[config.mk]
export PLATFORM = sky130hd
export DESIGN_NAME = vfd_video_out
export DESIGN_NICKNAME = d
export VERILOG_FILES = /design/src/rtl/vfd_video_out.sv
export SDC_FILE = /design/constraint.sdc
export NUM_CORES = 1
export LEC_CHECK = 0
export CAP_MARGIN = 20
export CORE_MARGIN = 4
export CORE_UTILIZATION = 49
export DETAILED_ROUTE_END_ITERATION = 8
export GPL_TIMING_DRIVEN = 0
export PLACE_DENSITY_LB_ADDON = 0.12
export SETUP_SLACK_MARGIN = 0.1
export SYNTH_ARGS = -nofsm -noshare
export SYNTH_HDL_FRONTEND = slang
export SYNTH_SLANG_ARGS = --single-unit
[constraint.sdc]
create_clock -name clk -period 2.8 [get_ports clk]
set_input_delay 0.56 -clock clk [delete_from_list [all_inputs] [get_ports clk]]
set_output_delay 0.56 -clock clk [all_outputs]
set_load 0.02 [all_outputs]
[src/rtl/vfd_video_out.sv]
// VFD scan-out stage: VGA 640x480 timing, linear VRAM fetch and RGB332 to RGB888 expansion.
// Sync/blank flags travel through the same two-ce pipe as the fetched pixel so they stay aligned.
module vfd_video_out #(
  parameter int unsigned H_ACTIVE = 640,
  parameter int unsigned H_FP     = 16,
  parameter int unsigned H_SYNC   = 96,
  parameter int unsigned H_BP     = 48,
  parameter int unsigned V_ACTIVE = 480,
  parameter int unsigned V_FP     = 10,
  parameter int unsigned V_SYNC   = 2,
  parameter int unsigned V_BP     = 33
) (
  input  logic        clk,
  input  logic        reset,
  input  logic        ce_pix,
  output logic [18:0] vram_addr,
  output logic        vram_rd,
  input  logic [7:0]  vram_data,
  output logic [7:0]  red,
  output logic [7:0]  green,
  output logic [7:0]  blue,
  output logic        hs,
  output logic        vs,
  output logic        hblank,
  output logic        vblank,
  output logic        de
);

  localparam int unsigned H_TOTAL = H_ACTIVE + H_FP + H_SYNC + H_BP;
  localparam int unsigned V_TOTAL = V_ACTIVE + V_FP + V_SYNC + V_BP;

  localparam logic [9:0] HC_ACT_END  = 10'(H_ACTIVE);
  localparam logic [9:0] HC_SYNC_BEG = 10'(H_ACTIVE + H_FP);
  localparam logic [9:0] HC_SYNC_END = 10'(H_ACTIVE + H_FP + H_SYNC);
  localparam logic [9:0] HC_LAST     = 10'(H_TOTAL - 1);
  localparam logic [9:0] VC_ACT_END  = 10'(V_ACTIVE);
  localparam logic [9:0] VC_SYNC_BEG = 10'(V_ACTIVE + V_FP);
  localparam logic [9:0] VC_SYNC_END = 10'(V_ACTIVE + V_FP + V_SYNC);
  localparam logic [9:0] VC_LAST     = 10'(V_TOTAL - 1);

  logic [9:0]  r_hc;
  logic [9:0]  r_vc;
  logic [18:0] r_addr;
  logic [7:0]  r_pix_q;
  logic        r_s1_hact;
  logic        r_s1_vact;
  logic        r_s1_hsync;
  logic        r_s1_vsync;

  logic        w_hact;
  logic        w_vact;
  logic        w_hsync;
  logic        w_vsync;
  logic        w_fetch;
  logic        w_h_wrap;
  logic        w_v_wrap;
  logic        w_s1_de;
  logic [2:0]  w_r3;
  logic [2:0]  w_g3;
  logic [1:0]  w_b2;
  logic [7:0]  w_red;
  logic [7:0]  w_green;
  logic [7:0]  w_blue;

  assign w_hact   = (r_hc < HC_ACT_END);
  assign w_vact   = (r_vc < VC_ACT_END);
  assign w_hsync  = (r_hc >= HC_SYNC_BEG) && (r_hc < HC_SYNC_END);
  assign w_vsync  = (r_vc >= VC_SYNC_BEG) && (r_vc < VC_SYNC_END);
  assign w_fetch  = w_hact && w_vact;
  assign w_h_wrap = (r_hc == HC_LAST);
  assign w_v_wrap = (r_vc == VC_LAST);
  assign w_s1_de  = r_s1_hact && r_s1_vact;

  // Replicate the narrow fields so full-scale codes reach 8'hFF.
  assign w_r3    = r_pix_q[7:5];
  assign w_g3    = r_pix_q[4:2];
  assign w_b2    = r_pix_q[1:0];
  assign w_red   = {w_r3, w_r3, w_r3[2:1]};
  assign w_green = {w_g3, w_g3, w_g3[2:1]};
  assign w_blue  = {w_b2, w_b2, w_b2, w_b2};

  always_ff @(posedge clk or posedge reset) begin
    if (reset) begin
      r_hc <= '0;
      r_vc <= '0;
    end else if (ce_pix) begin
      if (w_h_wrap) begin
        r_hc <= '0;
        r_vc <= w_v_wrap ? '0 : r_vc + 10'd1;
      end else begin
        r_hc <= r_hc + 10'd1;
      end
    end
  end

  always_ff @(posedge clk or posedge reset) begin
    if (reset) begin
      r_addr    <= '0;
      vram_addr <= '0;
      vram_rd   <= 1'b0;
    end else begin
      vram_rd <= 1'b0;
      if (ce_pix) begin
        if (w_fetch) begin
          vram_addr <= r_addr;
          vram_rd   <= 1'b1;
          r_addr    <= r_addr + 19'd1;
        end else if (w_h_wrap && w_v_wrap) begin
          r_addr <= '0;
        end
      end
    end
  end

  // Capture is keyed to the strobe, not to ce, so data lands before the next ce.
  always_ff @(posedge clk or posedge reset) begin
    if (reset) begin
      r_pix_q <= '0;
    end else if (vram_rd) begin
      r_pix_q <= vram_data;
    end
  end

  always_ff @(posedge clk or posedge reset) begin
    if (reset) begin
      r_s1_hact  <= 1'b0;
      r_s1_vact  <= 1'b0;
      r_s1_hsync <= 1'b0;
      r_s1_vsync <= 1'b0;
      hs         <= 1'b1;
      vs         <= 1'b1;
      hblank     <= 1'b1;
      vblank     <= 1'b1;
      de         <= 1'b0;
      red        <= '0;
      green      <= '0;
      blue       <= '0;
    end else if (ce_pix) begin
      r_s1_hact  <= w_hact;
      r_s1_vact  <= w_vact;
      r_s1_hsync <= w_hsync;
      r_s1_vsync <= w_vsync;
      hs         <= ~r_s1_hsync;
      vs         <= ~r_s1_vsync;
      hblank     <= ~r_s1_hact;
      vblank     <= ~r_s1_vact;
      de         <= w_s1_de;
      red        <= w_s1_de ? w_red   : '0;
      green      <= w_s1_de ? w_green : '0;
      blue       <= w_s1_de ? w_blue  : '0;
    end
  end

endmodule
## Word-level counts from Yosys, hierarchy flattened

Index checks and enable logic that the tools add are counted.

- Bits in registers: 100
- Bits of input ports: 11
- Output and inout bits: 49
- Logic and storage cells: 51

- Add/sub/neg operators: 3
- Magnitude comparators: 6
- Equality and inequality tests: 2
- Multiplexer cells: 9
- Bitwise operators: 4
- Reduce and logical (&&, ||, !) cells: 9

Operator list:

| kind | number |
|---|---|
| $mux 19 | 2 |
| $mux 8 | 3 |
| $add 10x1->10 const B | 2 |
| $eq 10x10->1 const B | 2 |
| $lt 10x10->1 const B | 2 |
| $lt 10x9->1 const B | 2 |
| $mux 10 | 2 |
| $add 19x1->19 const B | 1 |
| $ge 10x10->1 const B | 1 |
| $ge 10x9->1 const B | 1 |
| $reduce_and 2->1 | 3 |
| $logic_and 1x1->1 | 5 |
| $not 1->1 | 4 |
| $mux 1 | 2 |
| $reduce_bool 2->1 | 1 |

## Longest topological paths before layout

- Word-level depth: 4
- Gate-level depth with buffers: 6
- Mapped depth without buffers: 5

## Worst setup path before layout

OpenSTA, ideal clock, no wires.

- Path kind: register -> register
- From: reg r_vc[8]
- To: reg r_addr[18]
- Arrival: 1.760 ns
- Data required time: 2.720 ns
- Slack: 0.960 ns
- Stages on the path, launching flop included: 6
- Path buffers: 1
- Cells stage by stage: dfrtp_1 -> a41o_1 -> or3_4 -> buf_6 -> or4_4 -> o211ai_2

- Longest elaborated chain between the ends: 4
- Elaborated cells on any way between the ends: 7
- Classes of those cells: order compare (1); eq/ne (1); mux (1); reduce/logical (4)

Ends and longest elaborated chain:

| item | line | source |
|---|---|---|
| start, declared | 42 | `logic [9:0] r_vc;` |
| start signal, assigned | 89 | `r_vc <= w_v_wrap ? '0 : r_vc + 10'd1;` |
| $lt 10x9->1 / $eq 10x10->1 (equally long branches) | 66, 71 |  |
| $logic_and 1x1->1, on equally long branches | 69, 108 |  |
| $reduce_bool 2->1 (no source line) | -- |  |
| $reduce_and 2->1 (no source line) | -- |  |
| end signal, assigned | 107 | `r_addr <= r_addr + 19'd1;` |
| end, declared | 43 | `logic [18:0] r_addr;` |

Parallel ways exist; a longest one is shown, timed or not.
A chain may end at the register's enable or synchronous reset.

## Worst setup path in the final report

- From: reg r_vc[5]
- To: reg r_addr[0]

The elaborated chain is that of the path after synthesis.

==> summary.md <==
| Metric | Value |
|---|---|
| Power per cell area | 631 nW/µm² |
| Standby leakage power | 2.16 nW |
| Ratio of routed vias to standard cells | 5.46 |
| Unrepaired setup endpoints after global routing | false |
| Clock-pin transition on the worst setup and hold timing paths | 80 ps |
| Global-route usage over all layers | 0.187 |
| Max H-tree Level | 3 |
| Later-pin clock latency in the skew report | 360 ps |
| Worst R2R Start | r_vc[5] |
| Max-capacitance violation count | 0 |
| Arrival time reported for the critical path endpoint | 2670 ps |
| Result of the run | finished clean |
| Area Overhead vs Synth | 24.5% |
| Number of resized instances in the post-cts repair step | 0 |
| Upper clock frequency limit | 0.406 GHz |
| Peak supply drop | 0.312 mV |
| Clk Tree Root Cell | sky130_fd_sc_hd__clkbuf_8 |
| Number of global-route vias before repair | 2957 |
| Mapped Cells | 387 |
| CTS max path bufs | 2 |
| Mapped Avg Cell Area | 10.1 µm² |
| Min-delay worst type | register to register |
| Initial core utilization | 0.506 |
| Final-report max-slew violation count | 0 |
| Wirelength per Cell | 15.0 µm |
| Area of the multi-input gates | 1540 µm² |
| Setup CP Type | register to register |
| Total setup buffers inserted after CTS | 0 |
| Number of different library cells in the post-synthesis netlist | 47 |
| Post-synthesis async set-or-reset flop share | 1.00 |
| Final cycle utilization of the critical path | 0.879 |
| Die height | 97.4 µm |
| First-pass GRT wire length | 14.5 mm |
| DRC marker count from the first detailed-route iteration | 246 |
| Cell Area, Synth | 3910 µm² |
| Total global routing overflow | 0 |
| Total die area | 9480 µm² |
| Post-synthesis net count | 403 |
| Number of antenna violations at the first check in global routing | 0 |
| Maximum number of pins on one net before global-route repair | 40 |
| Critical Path RT | 3010 ps |
| TritonCTS sink count | 84 |
| Biggest fanout along the worst timing path | 10 |
| Number of antenna cells inserted | 0 |
| Total core area | 7730 µm² |
| Global placement routability congestion | 0.894 |
| Floorplan die width | 97.4 µm |
| Filler cells | 646 |
| Number of synthesized register bits | 84 |
| Remaining antenna violation count after routing | 0 |
| Count of standard-cell rows | 32 |
| Critical path launch point | r_vc[5] |
| Number of endpoints with negative hold slack in the final report | 0 |
| Number of iterations in the first detailed-routing pass | 4 |
| TritonCTS Buffers | 9 |
| DR DRC count | 0 |
| Sequential share of the synthesized area | 0.538 |
| Sort of element at the end of the critical path | register |
| Num ports | 60 |
| Port buffer count | 59 |
| Start point of the worst min-delay path | r_s1_vsync |
| TritonCTS clock tree | done |
| Area taken by flip-flops and latches | 2110 µm² |
| Category of the worst setup path launch point | register |
| Number of failing setup endpoints in the final timing report | 0 |
| Worst Skew | 11.4 ps |
| Number of vias in the routed layout | 3089 |
| Warnings, synthesis | 0 |
| DPL Wire Length | 6.09 mm |
| Power, Total | 3.08 mW |
| Slew at the pin with the worst max-slew slack | 623 ps |
| Number of enable-type register cells in the synthesized netlist | 0 |
| Min Clock Period, post-route | 2460 ps |
| Fraction of layout cells with a size suffix above 1 | 0.121 |
| Quantity of hold-fixing buffers added after cts | 0 |
| Most used flip-flop cell after synthesis | sky130_fd_sc_hd__dfrtp_1 |
| Wirelength, routed | 8.50 mm |
| Count of nets after finishing | 475 |
| Max-Slew Margin vs Limit | 0.582 |
| Final setup TNS | 0 ps |
## placed cells by master (no fill, tap or decap), drive strengths merged, types with 2 or more instances in the layout
cell and n:
a21o 2, mux2 10, a31oi 9, nor4 5, buf 23, clkinv 2, nor3 6, o21ai 29
a21oi 8, o22ai 2, dfrtp 80, nor2 14, clkdlybuf4s50 59, or3 4, and4 2, nand3 21
xor2 5, ha 5, o21a 2, xnor2 8, nand2 61, or4 6, clkbuf 24, nand4 14
mux2i 5, and3 8, dfstp 4, a22o 8, inv 17, o211ai 8
## stage by stage
step | instance area (µm²) | setup WS [ps] | utilization | hold WS [ps] | cells
after floorplan | 3920 | 960 | - | 391 | 387
after global placement | 4640 | 154 | 0.600 | 402 | 548
after detailed placement | 4680 | 133 | 0.605 | 408 | 550
after CTS | 4870 | 356 | 0.631 | 421 | 566
after global routing | 4870 | 119 | 0.631 | 462 | 566
final | 4870 | 339 | 0.631 | 423 | 566
## power breakdown
part	switching, mW	internal, mW	total (mW)
clock network	0.415	0.461	0.877
logic	0.359	0.337	0.696
registers	0.143	1.36	1.50
## worst paths after layout
| check | to | slack (ps) | cells past startpoint |
|---|---|---|---|
| worst max-delay path | r_addr[0] | 340 | 5 |
| worst min-delay path | vs | 420 | 1 |
| worst max register to register | r_addr[0] | 340 | 5 |
| worst min register to register | vs | 420 | 1 |
| max in group asynchronous | vs | 1670 | 3 |
| min in group asynchronous | vram_addr[4] | 540 | 2 |
## area by class of cell
class / count / share of cell area
timing repair buffer: 61 / 0.129
tap: 102 / 0.0262
clock buffer: 14 / 0.0334
clock inverter: 2 / 0.00719
sequential: 84 / 0.432
multi-input combinational: 253 / 0.317
buffer: 31 / 0.0393
inverter: 19 / 0.0154
## state kept, by name, indices dropped and copies added (netlist names)
register / count
hs: 1
vram_addr: 19
vs: 1
r_addr: 19
r_hc: 10
blue: 2
vram_rd: 1
r_vc: 10
green: 3
de: 1
r_s1_vsync: 1
red: 3
vblank: 1
r_s1_hact: 1
r_pix_q: 8
hblank: 1
r_s1_vact: 1
r_s1_hsync: 1
## critical path, cell delays in order (launching register included)
cell	delay, ps
sky130_fd_sc_hd__dfrtp_1	440
sky130_fd_sc_hd__nor4_1	520
sky130_fd_sc_hd__nand4_2	350
sky130_fd_sc_hd__o21ai_1	600
sky130_fd_sc_hd__buf_4	300
sky130_fd_sc_hd__mux2i_1	90
## synthesized netlist by cell type, types with 6 or more instances
master | count | area share
sky130_fd_sc_hd__o21ai_0 | 28 | 0.036
sky130_fd_sc_hd__mux2_2 | 10 | 0.029
sky130_fd_sc_hd__and3_1 | 8 | 0.013
sky130_fd_sc_hd__nor2_1 | 14 | 0.013
sky130_fd_sc_hd__a21oi_1 | 8 | 0.010
sky130_fd_sc_hd__o211ai_1 | 7 | 0.013
sky130_fd_sc_hd__nor3_1 | 6 | 0.0077
sky130_fd_sc_hd__clkbuf_1 | 10 | 0.0096
sky130_fd_sc_hd__inv_1 | 18 | 0.017
sky130_fd_sc_hd__nand4_1 | 13 | 0.021
sky130_fd_sc_hd__xnor2_1 | 8 | 0.018
sky130_fd_sc_hd__dfrtp_1 | 80 | 0.51
sky130_fd_sc_hd__a31oi_1 | 9 | 0.014
sky130_fd_sc_hd__a22o_1 | 8 | 0.018
sky130_fd_sc_hd__nand2_1 | 61 | 0.059
sky130_fd_sc_hd__buf_4 | 17 | 0.033
sky130_fd_sc_hd__nand3_1 | 21 | 0.027
## layer usage
metal	routed length (µm)	vias up	GRT usage	share of wire
met5	0	-	0	0
met4	134	0	0.0703	0.016
met3	357	10	0.0316	0.042
met2	4050	71	0.293	0.48
met1	3950	1503	0.261	0.47
li1	-	1505	-	-
## kinds of logic after synthesis
group	after synthesis	share of synthesized area
DFF	84	0.538
muxes	15	0.0416
xor gates and xnor gates	13	0.0291
buffers and inverters	50	0.0671
adders and majority gates	5	0.0160
AOI/OAI and AO/OA	74	0.121
and+or+nand+nor	146	0.187
Power figures use the tool's default switching activity.
